--- config.mk ---
export PLATFORM = sky130hd
export DESIGN_NAME = i_mem_responder
export DESIGN_NICKNAME = d
export VERILOG_FILES = /design/src/rtl/i_mem_responder.sv
export SDC_FILE = /design/constraint.sdc
export NUM_CORES = 1
export LEC_CHECK = 0
export ABC_CLOCK_PERIOD_IN_PS = 1400
export CAP_MARGIN = 30
export CORE_UTILIZATION = 30
export CTS_CLUSTER_DIAMETER = 200
export CTS_CLUSTER_SIZE = 40
export DETAILED_ROUTE_END_ITERATION = 8
export GPL_ROUTABILITY_DRIVEN = 0
export PLACE_DENSITY = 0.74
export SKIP_CTS_REPAIR_TIMING = 1
export SLEW_MARGIN = 20
export SYNTH_ARGS = -nofsm -noshare
export SYNTH_HDL_FRONTEND = slang
export SYNTH_SLANG_ARGS = --single-unit
--- constraint.sdc ---
create_clock -name clk -period 1.4 [get_ports clk]
set_input_delay 0.21 -clock clk [delete_from_list [all_inputs] [get_ports clk]]
set_output_delay 0.21 -clock clk [all_outputs]
set_load 0.02 [all_outputs]
--- src/rtl/i_mem_responder.sv ---
// i_mem_responder
//   Memory-side responder for the instruction cache miss port. A miss request
//   (m_strobe/m_a) turns into one 32-bit read on the downstream instruction
//   bus (b_*). The returned word is presented on m_dout together with a
//   single-cycle m_ready pulse. If the bus never returns data, a timeout
//   answers with TO_DATA and pulses bus_err.
//
//   Optional feature: define I_RESP_PREFETCH_EN to add a one-word sequential
//   prefetch buffer. After every response, the word at req_addr+4 is fetched.
//   Without the macro, pf_inv is ignored and RESP always returns to IDLE.
//
// Parameters
//   A_WIDTH  address width (matches cache m_a)
//   TIMEOUT  max DATA cycles waiting for b_rvalid; 0 disables the timeout
//   TO_DATA  word returned to the cache on a timeout
//
// Ports
//   clk       in   clock, rising edge
//   clrn      in   asynchronous active-low reset
//   m_a       in   miss address (bits [1:0] ignored)
//   m_strobe  in   miss request level, held until m_ready
//   m_dout    out  read data, valid while m_ready=1
//   m_ready   out  one-cycle response pulse
//   b_req     out  bus read request, held until b_gnt
//   b_addr    out  bus read address, word aligned
//   b_gnt     in   bus accepted the request
//   b_rvalid  in   bus read data valid
//   b_rdata   in   bus read data
//   bus_err   out  one-cycle pulse when a demand read times out
//   pf_inv    in   invalidate prefetch buffer
module i_mem_responder #(
   parameter int          A_WIDTH = 32,
   parameter int          TIMEOUT = 255,
   parameter logic [31:0] TO_DATA = 32'h0000_0000
) (
   input  logic               clk,
   input  logic               clrn,
   input  logic [A_WIDTH-1:0] m_a,
   input  logic               m_strobe,
   output logic [31:0]        m_dout,
   output logic               m_ready,
   output logic               b_req,
   output logic [A_WIDTH-1:0] b_addr,
   input  logic               b_gnt,
   input  logic               b_rvalid,
   input  logic [31:0]        b_rdata,
   output logic               bus_err,
   input  logic               pf_inv
);

   // The counter must hold TIMEOUT without wrapping.
   // It keeps at least one bit even when the timeout is disabled.
   localparam int CNT_MAX = (TIMEOUT == 0) ? 1 : TIMEOUT;
   localparam int CW      = $clog2(CNT_MAX + 1);
   localparam logic [CW-1:0] CNT_TOP  = CW'(CNT_MAX);
   localparam logic [CW-1:0] CNT_LAST = CW'(CNT_MAX - 1);

   typedef enum logic [2:0] {
      ST_IDLE, ST_ADDR, ST_DATA, ST_RESP, ST_PF_ADDR, ST_PF_DATA
   } state_t;

   state_t             state_reg, state_next;
   logic [A_WIDTH-1:0] req_addr_reg, req_addr_next;
   logic [CW-1:0]      cnt_reg, cnt_next;
   logic [31:0]        m_dout_reg, m_dout_next;
   logic               m_ready_reg, m_ready_next;
   logic               b_req_reg, b_req_next;
   logic [A_WIDTH-1:0] b_addr_reg, b_addr_next;
   logic               bus_err_reg, bus_err_next;
   logic [A_WIDTH-1:0] m_word;

`ifdef I_RESP_PREFETCH_EN
   logic [A_WIDTH-1:0] pf_addr_reg, pf_addr_next;
   logic [31:0]        pf_data_reg, pf_data_next;
   logic               pf_valid_reg, pf_valid_next;
   logic               pf_discard_reg, pf_discard_next;
   logic               pf_drop;
`endif

   // Address byte-offset bits carry no information.
   // In the default build, pf_inv has no effect.
   logic unused_bits;
   assign unused_bits = ^{pf_inv, m_a[1:0]};

   assign m_word = {m_a[A_WIDTH-1:2], 2'b00};

   always_comb begin
      state_next    = state_reg;
      req_addr_next = req_addr_reg;
      cnt_next      = cnt_reg;
      m_dout_next   = m_dout_reg;
      m_ready_next  = 1'b0;
      b_req_next    = b_req_reg;
      b_addr_next   = b_addr_reg;
      bus_err_next  = 1'b0;
`ifdef I_RESP_PREFETCH_EN
      pf_addr_next    = pf_addr_reg;
      pf_data_next    = pf_data_reg;
      pf_valid_next   = pf_valid_reg;
      pf_discard_next = pf_discard_reg;
      // A same-cycle invalidate also poisons prefetch data that is landing now.
      pf_drop         = pf_discard_reg | pf_inv;
`endif
      case (state_reg)
         ST_IDLE: begin
`ifdef I_RESP_PREFETCH_EN
            // Buffer hit: answer without touching the bus.
            // A same-cycle invalidate turns the hit into a miss.
            if (m_strobe && pf_valid_reg && !pf_inv && m_word == pf_addr_reg) begin
               m_dout_next   = pf_data_reg;
               req_addr_next = pf_addr_reg;
               pf_valid_next = 1'b0;
               m_ready_next  = 1'b1;
               state_next    = ST_RESP;
            end else
`endif
            if (m_strobe) begin
               req_addr_next = m_word;
               b_req_next    = 1'b1;
               b_addr_next   = m_word;
               state_next    = ST_ADDR;
            end
         end
         ST_ADDR: begin
            if (b_gnt) begin
               b_req_next = 1'b0;
               cnt_next   = '0;
               state_next = ST_DATA;
            end
         end
         ST_DATA: begin
            if (b_rvalid) begin
               m_dout_next  = b_rdata;
               m_ready_next = 1'b1;
               state_next   = ST_RESP;
            end else begin
               if (cnt_reg != CNT_TOP) cnt_next = cnt_reg + CW'(1);
               // This would be the TIMEOUT-th empty DATA cycle, so give up now.
               if (TIMEOUT != 0 && cnt_reg == CNT_LAST) begin
                  m_dout_next  = TO_DATA;
                  bus_err_next = 1'b1;
                  m_ready_next = 1'b1;
                  state_next   = ST_RESP;
               end
            end
         end
         ST_RESP: begin
`ifdef I_RESP_PREFETCH_EN
            pf_addr_next    = req_addr_reg + A_WIDTH'(4);
            b_addr_next     = req_addr_reg + A_WIDTH'(4);
            b_req_next      = 1'b1;
            pf_valid_next   = 1'b0;
            pf_discard_next = 1'b0;
            state_next      = ST_PF_ADDR;
`else
            state_next = ST_IDLE;
`endif
         end
`ifdef I_RESP_PREFETCH_EN
         ST_PF_ADDR: begin
            if (b_gnt) begin
               b_req_next = 1'b0;
               cnt_next   = '0;
               state_next = ST_PF_DATA;
            end
         end
         ST_PF_DATA: begin
            if (b_rvalid) begin
               if (m_strobe && !pf_drop && m_word == pf_addr_reg) begin
                  // A demand arrived for the word in flight: forward it directly.
                  m_dout_next   = b_rdata;
                  m_ready_next  = 1'b1;
                  req_addr_next = pf_addr_reg;
                  state_next    = ST_RESP;
               end else if (m_strobe) begin
                  req_addr_next = m_word;
                  b_req_next    = 1'b1;
                  b_addr_next   = m_word;
                  state_next    = ST_ADDR;
               end else begin
                  pf_data_next  = b_rdata;
                  pf_valid_next = !pf_drop;
                  state_next    = ST_IDLE;
               end
            end else begin
               if (cnt_reg != CNT_TOP) cnt_next = cnt_reg + CW'(1);
               // A prefetch timeout is dropped silently.
               // Any waiting demand is then picked up in IDLE.
               if (TIMEOUT != 0 && cnt_reg == CNT_LAST) state_next = ST_IDLE;
            end
         end
`endif
         default: state_next = ST_IDLE;
      endcase
`ifdef I_RESP_PREFETCH_EN
      if (pf_inv) begin
         pf_valid_next   = 1'b0;
         pf_discard_next = 1'b1;
      end
`endif
   end

   always_ff @(posedge clk or negedge clrn) begin
      if (!clrn) begin
         state_reg    <= ST_IDLE;
         req_addr_reg <= '0;
         cnt_reg      <= '0;
         m_dout_reg   <= '0;
         m_ready_reg  <= 1'b0;
         b_req_reg    <= 1'b0;
         b_addr_reg   <= '0;
         bus_err_reg  <= 1'b0;
`ifdef I_RESP_PREFETCH_EN
         pf_addr_reg    <= '0;
         pf_data_reg    <= '0;
         pf_valid_reg   <= 1'b0;
         pf_discard_reg <= 1'b0;
`endif
      end else begin
         state_reg    <= state_next;
         req_addr_reg <= req_addr_next;
         cnt_reg      <= cnt_next;
         m_dout_reg   <= m_dout_next;
         m_ready_reg  <= m_ready_next;
         b_req_reg    <= b_req_next;
         b_addr_reg   <= b_addr_next;
         bus_err_reg  <= bus_err_next;
`ifdef I_RESP_PREFETCH_EN
         pf_addr_reg    <= pf_addr_next;
         pf_data_reg    <= pf_data_next;
         pf_valid_reg   <= pf_valid_next;
         pf_discard_reg <= pf_discard_next;
`endif
      end
   end

   assign m_dout  = m_dout_reg;
   assign m_ready = m_ready_reg;
   assign b_req   = b_req_reg;
   assign b_addr  = b_addr_reg;
   assign bus_err = bus_err_reg;

endmodule

Yosys cells after proc, flatten, opt, wreduce, memory -nomap -nowiden
Index checks and enable logic that the tools add are counted.

cells by class
  reductions and logical operators = 9
  equal/unequal tests = 9
  muxes and demuxes = 19
  add/sub/neg operators = 1

operator list
  cell                   number
  $mux W32               2
  $mux W8                3
  $pmux W8 S2            1
  $mux W3                4
  $pmux W3 S3            1
  $add A8 B1 Y8 const B  1
  $eq A8 B8 Y1 const B   1
  $ne A2 B2 Y1 const B   4
  $ne A8 B8 Y1 const B   1
  $mux W1                7
  $reduce_and A3 Y1      2
  $reduce_bool A2 Y1     3
  $reduce_and A2 Y1      2
  $reduce_and A4 Y1      1
  $eq A3 B1 Y1 const B   1
  $eq A3 B2 Y1 const B   1
  $logic_not A3 Y1       1
  $ne A3 B3 Y1 const B   1
  $pmux W1 S2            1

storage, ports and cells
  flip-flop bits (word level) = 76
  input bits = 70

Logic depth before layout (Yosys ltp)
Gate-level depths: netlist of the first run.

  depth in word-level cells = 4
  mapped depth = 7

Worst setup path after synthesis of the first run
Ideal clock, no wire load.

  kind = register -> register
  from = register cnt_reg[0]
  to = register state_reg[1]
  path buffers = 0
  setup time = 127 ps
  cell stages (with the launch flop) = 7
  path slack = -121 ps
  data required time = 1273 ps
  arrival = 1393 ps
  cells stage by stage = dfrtp_1 -> inv_1 -> ha_1 -> nand2_1 -> nor3_4 -> o221a_2 -> mux2_1

between the ends
  word-level cells in the longest chain between the ends = 3

RTL lines
  item                         line  RTL
  from (decl)                  64    logic [CW-1:0] cnt_reg, cnt_next;
  from (signal assigned)       222   cnt_reg <= cnt_next;
  $eq A8 B8 Y1                 139   if (TIMEOUT != 0 && cnt_reg == CNT_LAST) begin
  $ne A3 B3 Y1 (no line)       n/a
  $reduce_and A3 Y1 (no line)  n/a
  to (signal assigned)         220   state_reg <= state_next;
  to (decl)                    62    state_t state_reg, state_next;

Every way passes these cells.
A chain may end at the register's enable or synchronous reset.

Final worst setup path of the first run
  from = register cnt_reg[0]
  to = register m_dout_reg[29] (netlist: m_dout[29])

between the ends
  word-level cells in the longest chain between the ends = 3

RTL lines
  item                          line  RTL
  $eq A8 B8 Y1                  139
  $reduce_bool A2 Y1 (no line)  n/a
  $reduce_and A2 Y1 (no line)   n/a
  to (signal assigned)          223   m_dout_reg <= m_dout_next;
  to (decl)                     65    logic [31:0] m_dout_reg, m_dout_next;

Every way passes these cells.

==> results.cfg, run 1 <==
[clock_network]
ctsHtreeMaxLevel = 3
cts_num_sinks = 75
cts_max_path_buffers = 2
clk_pin_slew_worst_paths_ns = 0.08
clk-insertion-delay-late_ns = 0.35
cts_root_buffer = sky130_fd_sc_hd__clkbuf_8
cts_tree = yes
cts_made_buffers = 9

[logic_synthesis]
yosysSeqAreaShare = 0.615
synth.top_cell.area_share = 0.615
yosys_register_bits = 75
postSynth.asyncResetShare = 1.00
yosys-top-cells-area = sky130_fd_sc_hd__dfrtp_1, sky130_fd_sc_hd__a22o_1, sky130_fd_sc_hd__mux2_2, sky130_fd_sc_hd__mux2_1, sky130_fd_sc_hd__ha_1
synth.largest_area_cell = sky130_fd_sc_hd__dfrtp_1
cell_count_after_synthesis = 219
ys_dominant_reg_cell = sky130_fd_sc_hd__dfrtp_1
mappedNetlistArea_um2 = 3050
syn-mean-instance-area_um2 = 13.9
synth-edff-count = 0
ys.warnings.count = 0
ys_types = 37

[timing]
fin_crit_ns = 1.58
setup-violations-final = 64
grt_setup_unrepaired = yes
max_freq_mhz = 633
final-max-slew-violation-count = 0
clock_skew_ns = 0.0104
timing.final.hold_violations = 0
final.setup.worst_slack_ns = -0.180
worst_hold_slack_ns = 0.394
fin_crit_sh = 1.13

[detailed_routing]
detail-route-antenna-nets = 0
drt_pre_antenna_iters = 6
total_via_count_after_detailed_routing = 2416
drc_errors = 0
post_drt_via_cell_ratio = 4.69
routedWlPerCell_um = 15.8
drt_wl_total_um = 8160
dr.first_iter.drc_count = 68

[die]
top_level_ports = 137
coreArea_um2 = 9820
placement_rows = 36
floorplan.die.height_um = 103
horizontal_die_dimension_um = 103
die_area_um2 = 10600
initial_core_util = 0.311

[worst_setup_path]
cpLargestDelayFamily = flip-flops
timing.critical_path.slowest_cell_delay_ns = 0.38
critPathKind = reg -> reg
slowest_cell_on_the_critical_path = sky130_fd_sc_hd__dfrtp_1
arrival_ns = 1.82
cp_cell_sequence = inv_1, ha_1, nand2_2, nor3_4, o21ai_2, buf_12, a22o_1
timing.critical_path.from_type = flip-flop
setup.worst_path.end_class = flip-flop
critical_path_buffer_and_inverter_count = 2
critical_path_peak_fanout = 26
r2r_setup_slack_ns = -0.18
crit_required_ns = 1.64

[run]
cap_viol_max_count = 0

[power_and_ir_drop]
totalPowerFinal_mw = 11.2
cellPowerDensity_nw_per_um2 = 2150
vdd.ir_drop.worst_mv = 0.782
p_leak_nw = 2.90

[cells_and_area]
finalNonFillerCells = 515
final_util = 0.529
area_of_all_sequential_standard_cells_um2 = 1880
filler_cell_count = 861
n_antenna_cell = 0
drive_gt1_frac = 0.209
area.growth.synth_to_final_pct = 70.2
multiInputGateArea_um2 = 1120
largest_register_ff_count = 32
design.final.nets = 452

[place]
buffer_ports.inserted = 131
dp.final_hpwl_um = 5400
place_inst = 495

[global_route]
antenna_violations_before_repair = 0
first_global_vias = 2375
grt_max_degree = 76
global_route_wire_length_before_repair_um = 11500
grt.overflow.total = 0
gr-usage-all-layers = 0.144

[outcome]
status = finished, violations left
failing_checks = negative setup slack

[worst_hold_path]
min-delay-path-class = in -> async
synthesized netlist by cell type (4+ instances only):
master / number
sky130_fd_sc_hd__mux2_2: 20
sky130_fd_sc_hd__inv_1: 8
sky130_fd_sc_hd__ha_1: 5
sky130_fd_sc_hd__nor2_1: 6
sky130_fd_sc_hd__nand2_1: 8
sky130_fd_sc_hd__dfrtp_1: 75
sky130_fd_sc_hd__a22o_1: 32
sky130_fd_sc_hd__clkbuf_1: 4
sky130_fd_sc_hd__buf_2: 4
sky130_fd_sc_hd__mux2_1: 11
kinds of logic (layout without fill, tap and decap cells):
family	after synthesis	count (layout)	share of synthesized area
AOI/OAI and AO/OA	54	54	0.143
DFF	75	75	0.615
other	1	2	0.00123
adders and majority gates	5	5	0.0205
and+or+nand+nor	29	29	0.0586
muxes	34	34	0.124
buffers and inverters	21	183	0.0373
layout make-up:
cell class | count | share of cell area
multi-input cells | 124 | 0.216
flip-flops and latches | 75 | 0.361
clock inverters | 7 | 0.0238
repair buffers | 159 | 0.337
inverters | 8 | 0.00578
well taps | 133 | 0.0320
clock buffers | 9 | 0.0238
placed cells by master, fill, tap and decap left out, drive strengths merged:
cell type and n:
dfrtp 75, clkdlybuf4s50 65, dlymetal6s2s 65, a22o 32, mux2 31, buf 27, clkbuf 10, inv 10
nand2 8, o21ai 7, nor2 6, ha 5, nand3 4, mux2i 3, a21oi 3, a31oi 3
bufinv 3, a2bb2oi 3, a21boi 2, nand3b 2, conb 2, nor3 2, nand2b 2, nor4 1
nand4 1, nor2b 1, o211ai 1, o211a 1, and2 1, o221a 1, nor4b 1, o22ai 1
clkinvlp 1, clkinv 1, dlygate4sd3 1
where the power goes:
part	switching (mW)	total, mW	internal (mW)
Combinational	2.62	5.48	2.86
Sequential	0.492	3.63	3.14
Clock	0.851	2.05	1.20
Total	3.96	11.2	7.20
worst paths after layout:
check                      startpoint         end  depth (start not counted)
max in group asynchronous        clrn  m_dout[10]                          3
min in group clk               m_a[2]   b_addr[2]                          2
setup reg to reg           cnt_reg[0]  m_dout[29]                          7
setup / recovery           cnt_reg[0]  m_dout[29]                          7
hold reg to reg             b_addr[2]   b_addr[2]                          1
hold / removal                   clrn  cnt_reg[3]                          3
per-layer routing:
| metal | global-route usage | part of all wire |
|---|---|---|
| met2 | 0.228 | 0.49 |
| met4 | 0.0769 | 0.021 |
| met3 | 0.0353 | 0.064 |
| met5 | 0 | 0 |
| met1 | 0.184 | 0.43 |
worst min-delay path: cells and delay by family:
| family | cells | cell delay (ns) |
|---|---|---|
| buffers and inverters | 3 | 0.95 |
metrics by stage:
| step | setup TNS [ns] | setup slack (ns) | cell area, um^2 |
|---|---|---|---|
| global route | -11.15 | -0.228 | 5190 |
| floorplan | -2.15 | -0.116 | 3060 |
| finish | -6.83 | -0.180 | 5190 |
| CTS | -17.88 | -0.200 | 4930 |
| detailed placement | -9.98 | -0.256 | 4680 |
| global placement | -8.01 | -0.210 | 4680 |
Note: power is estimated with default switching activity, not from simulation.
==> run 2: changes to the inputs <==
Settings changed: GPL_TIMING_DRIVEN from default to 0.
==> results.cfg, run 2 (synthesized netlist as in run 1, its figures left out) <==
[outcome]
status = finished, violations left
failing_checks = negative setup slack

[timing]
setup-violations-final = 51
final-max-slew-violation-count = 0
timing.final.hold_violations = 0
clock_skew_ns = 0.0146
fin_crit_sh = 1.21
fin_crit_ns = 1.69
grt_setup_unrepaired = yes
max_freq_mhz = 593
final.setup.worst_slack_ns = -0.288

[die]
floorplan.die.height_um = 103
horizontal_die_dimension_um = 103
placement_rows = 36
coreArea_um2 = 9820
initial_core_util = 0.311
top_level_ports = 137
die_area_um2 = 10600

[detailed_routing]
drc_errors = 0
drt_wl_total_um = 8130
routedWlPerCell_um = 16.0
total_via_count_after_detailed_routing = 2365
post_drt_via_cell_ratio = 4.66
drt_pre_antenna_iters = 4
detail-route-antenna-nets = 0
dr.first_iter.drc_count = 36

[global_route]
grt_max_degree = 52
antenna_violations_before_repair = 0
gr-usage-all-layers = 0.149
first_global_vias = 2317
grt.overflow.total = 0
global_route_wire_length_before_repair_um = 11600

[worst_setup_path]
slowest_cell_on_the_critical_path = sky130_fd_sc_hd__dfrtp_1
timing.rr.start = cnt_reg[0]
launch_point_of_the_worst_path = cnt_reg[0]
cp_cell_sequence = inv_1, ha_2, nand2_4, nor3_4, o221a_2, mux2_4
cpLargestDelayFamily = flip-flops
critPathKind = reg -> reg
setup.worst_path.end_class = flip-flop
critical_path_peak_fanout = 4
arrival_ns = 1.92
timing.critical_path.slowest_cell_delay_ns = 0.42
timing.critical_path.from_type = flip-flop
crit_required_ns = 1.64
r2r_setup_slack_ns = -0.29
critical_path_buffer_and_inverter_count = 1

[place]
dpl_worst_slack_ns = -0.397
dp.final_hpwl_um = 5620
buffer_ports.inserted = 131
place_inst = 485

[cells_and_area]
most_common_cell_after_layout_fill_and_taps_aside = sky130_fd_sc_hd__dfrtp_1
drive_gt1_frac = 0.214
n_antenna_cell = 0
finalNonFillerCells = 507
most-common-layout-cells = sky130_fd_sc_hd__dfrtp_1, sky130_fd_sc_hd__clkdlybuf4s50_1, sky130_fd_sc_hd__dlymetal6s2s_1, sky130_fd_sc_hd__a22o_1, sky130_fd_sc_hd__mux2_2
area.growth.synth_to_final_pct = 67.6
design.final.nets = 444
largest_register_ff_count = 32

[power_and_ir_drop]
power_share_of_the_combinational_group = 0.515
power_report.internal_total_mw = 6.74
clock_power_share = 0.146
p_leak_nw = 2.89
switching_share = 0.372
power.sequential.fraction = 0.339
vdd.ir_drop.worst_mv = 0.840
switchingPower_mw = 4.00
cellPowerDensity_nw_per_um2 = 2100

[run]
cap_viol_max_count = 0

[clock_network]
cts_tree = yes
cts_num_sinks = 75
cts_made_buffers = 9
clk-insertion-delay-late_ns = 0.36
clk_pin_slew_worst_paths_ns = 0.09
cts_root_buffer = sky130_fd_sc_hd__clkbuf_8
cts_max_path_buffers = 2
ctsHtreeMaxLevel = 3

[worst_hold_path]
min-delay-path-class = in -> async
==> run 2: metrics by stage <==
step,power [mW],util,setup TNS (ns),instance area [um^2],hold WS [ns]
3_5_place_dp,8.98,0.465,-18.95,4560,0.143
6_report,10.7,0.521,-9.86,5120,0.298
5_1_grt,11.4,0.521,-13.25,5120,0.318
4_1_cts,10.6,0.483,-26.72,4750,-0.254
3_3_place_gp,8.84,0.462,-205.05,4540,0.475
2_1_floorplan,6.45,-,-2.15,3060,-0.0856
==> run 2: area by class of cell <==
class	instances	area (um^2)
Buffer	13	125
Clock buffer	9	124
Clock inverter	7	57.6
Fill cell	906	4700
Inverter	8	30.0
Multi-Input combinational cell	124	1150
Sequential cell	75	1880
Tap cell	133	166
Timing Repair Buffer	138	1590
==> run 2: power by group through the flow <==
stage	clock network, mW	logic [mW]	registers, mW
after global routing	1.73	5.91	3.78
after detailed placement	0	5.27	3.71
after floorplan	0	1.66	4.79
after global placement	0	5.16	3.68
final	1.57	5.53	3.64
after CTS	1.63	5.29	3.68
==> run 2: worst paths after layout <==
path / to / cells after the start
setup reg to reg: state_reg[1] / 6
hold / removal: m_dout[16] / 2
min in group clk: b_addr[21] / 2
setup / recovery: state_reg[1] / 6
hold reg to reg: b_addr[28] / 1
max in group asynchronous: b_addr[3] / 3
==> run 2: per-layer routing <==
metal / wire, um / global-route usage / up-vias
li1: - / - / 1097
met1: 3330 / 0.179 / 1156
met2: 4040 / 0.248 / 98
met3: 640 / 0.0475 / 14
met4: 112 / 0.0585 / 0
met5: 0 / 0 / -
==> run 3: changes to the inputs <==
Settings changed: CAP_MARGIN 30 to default, GPL_TIMING_DRIVEN 0 to 1.
==> results of run 3 <==
No change in the layout: final DEF, timing and power equal those of run 1.
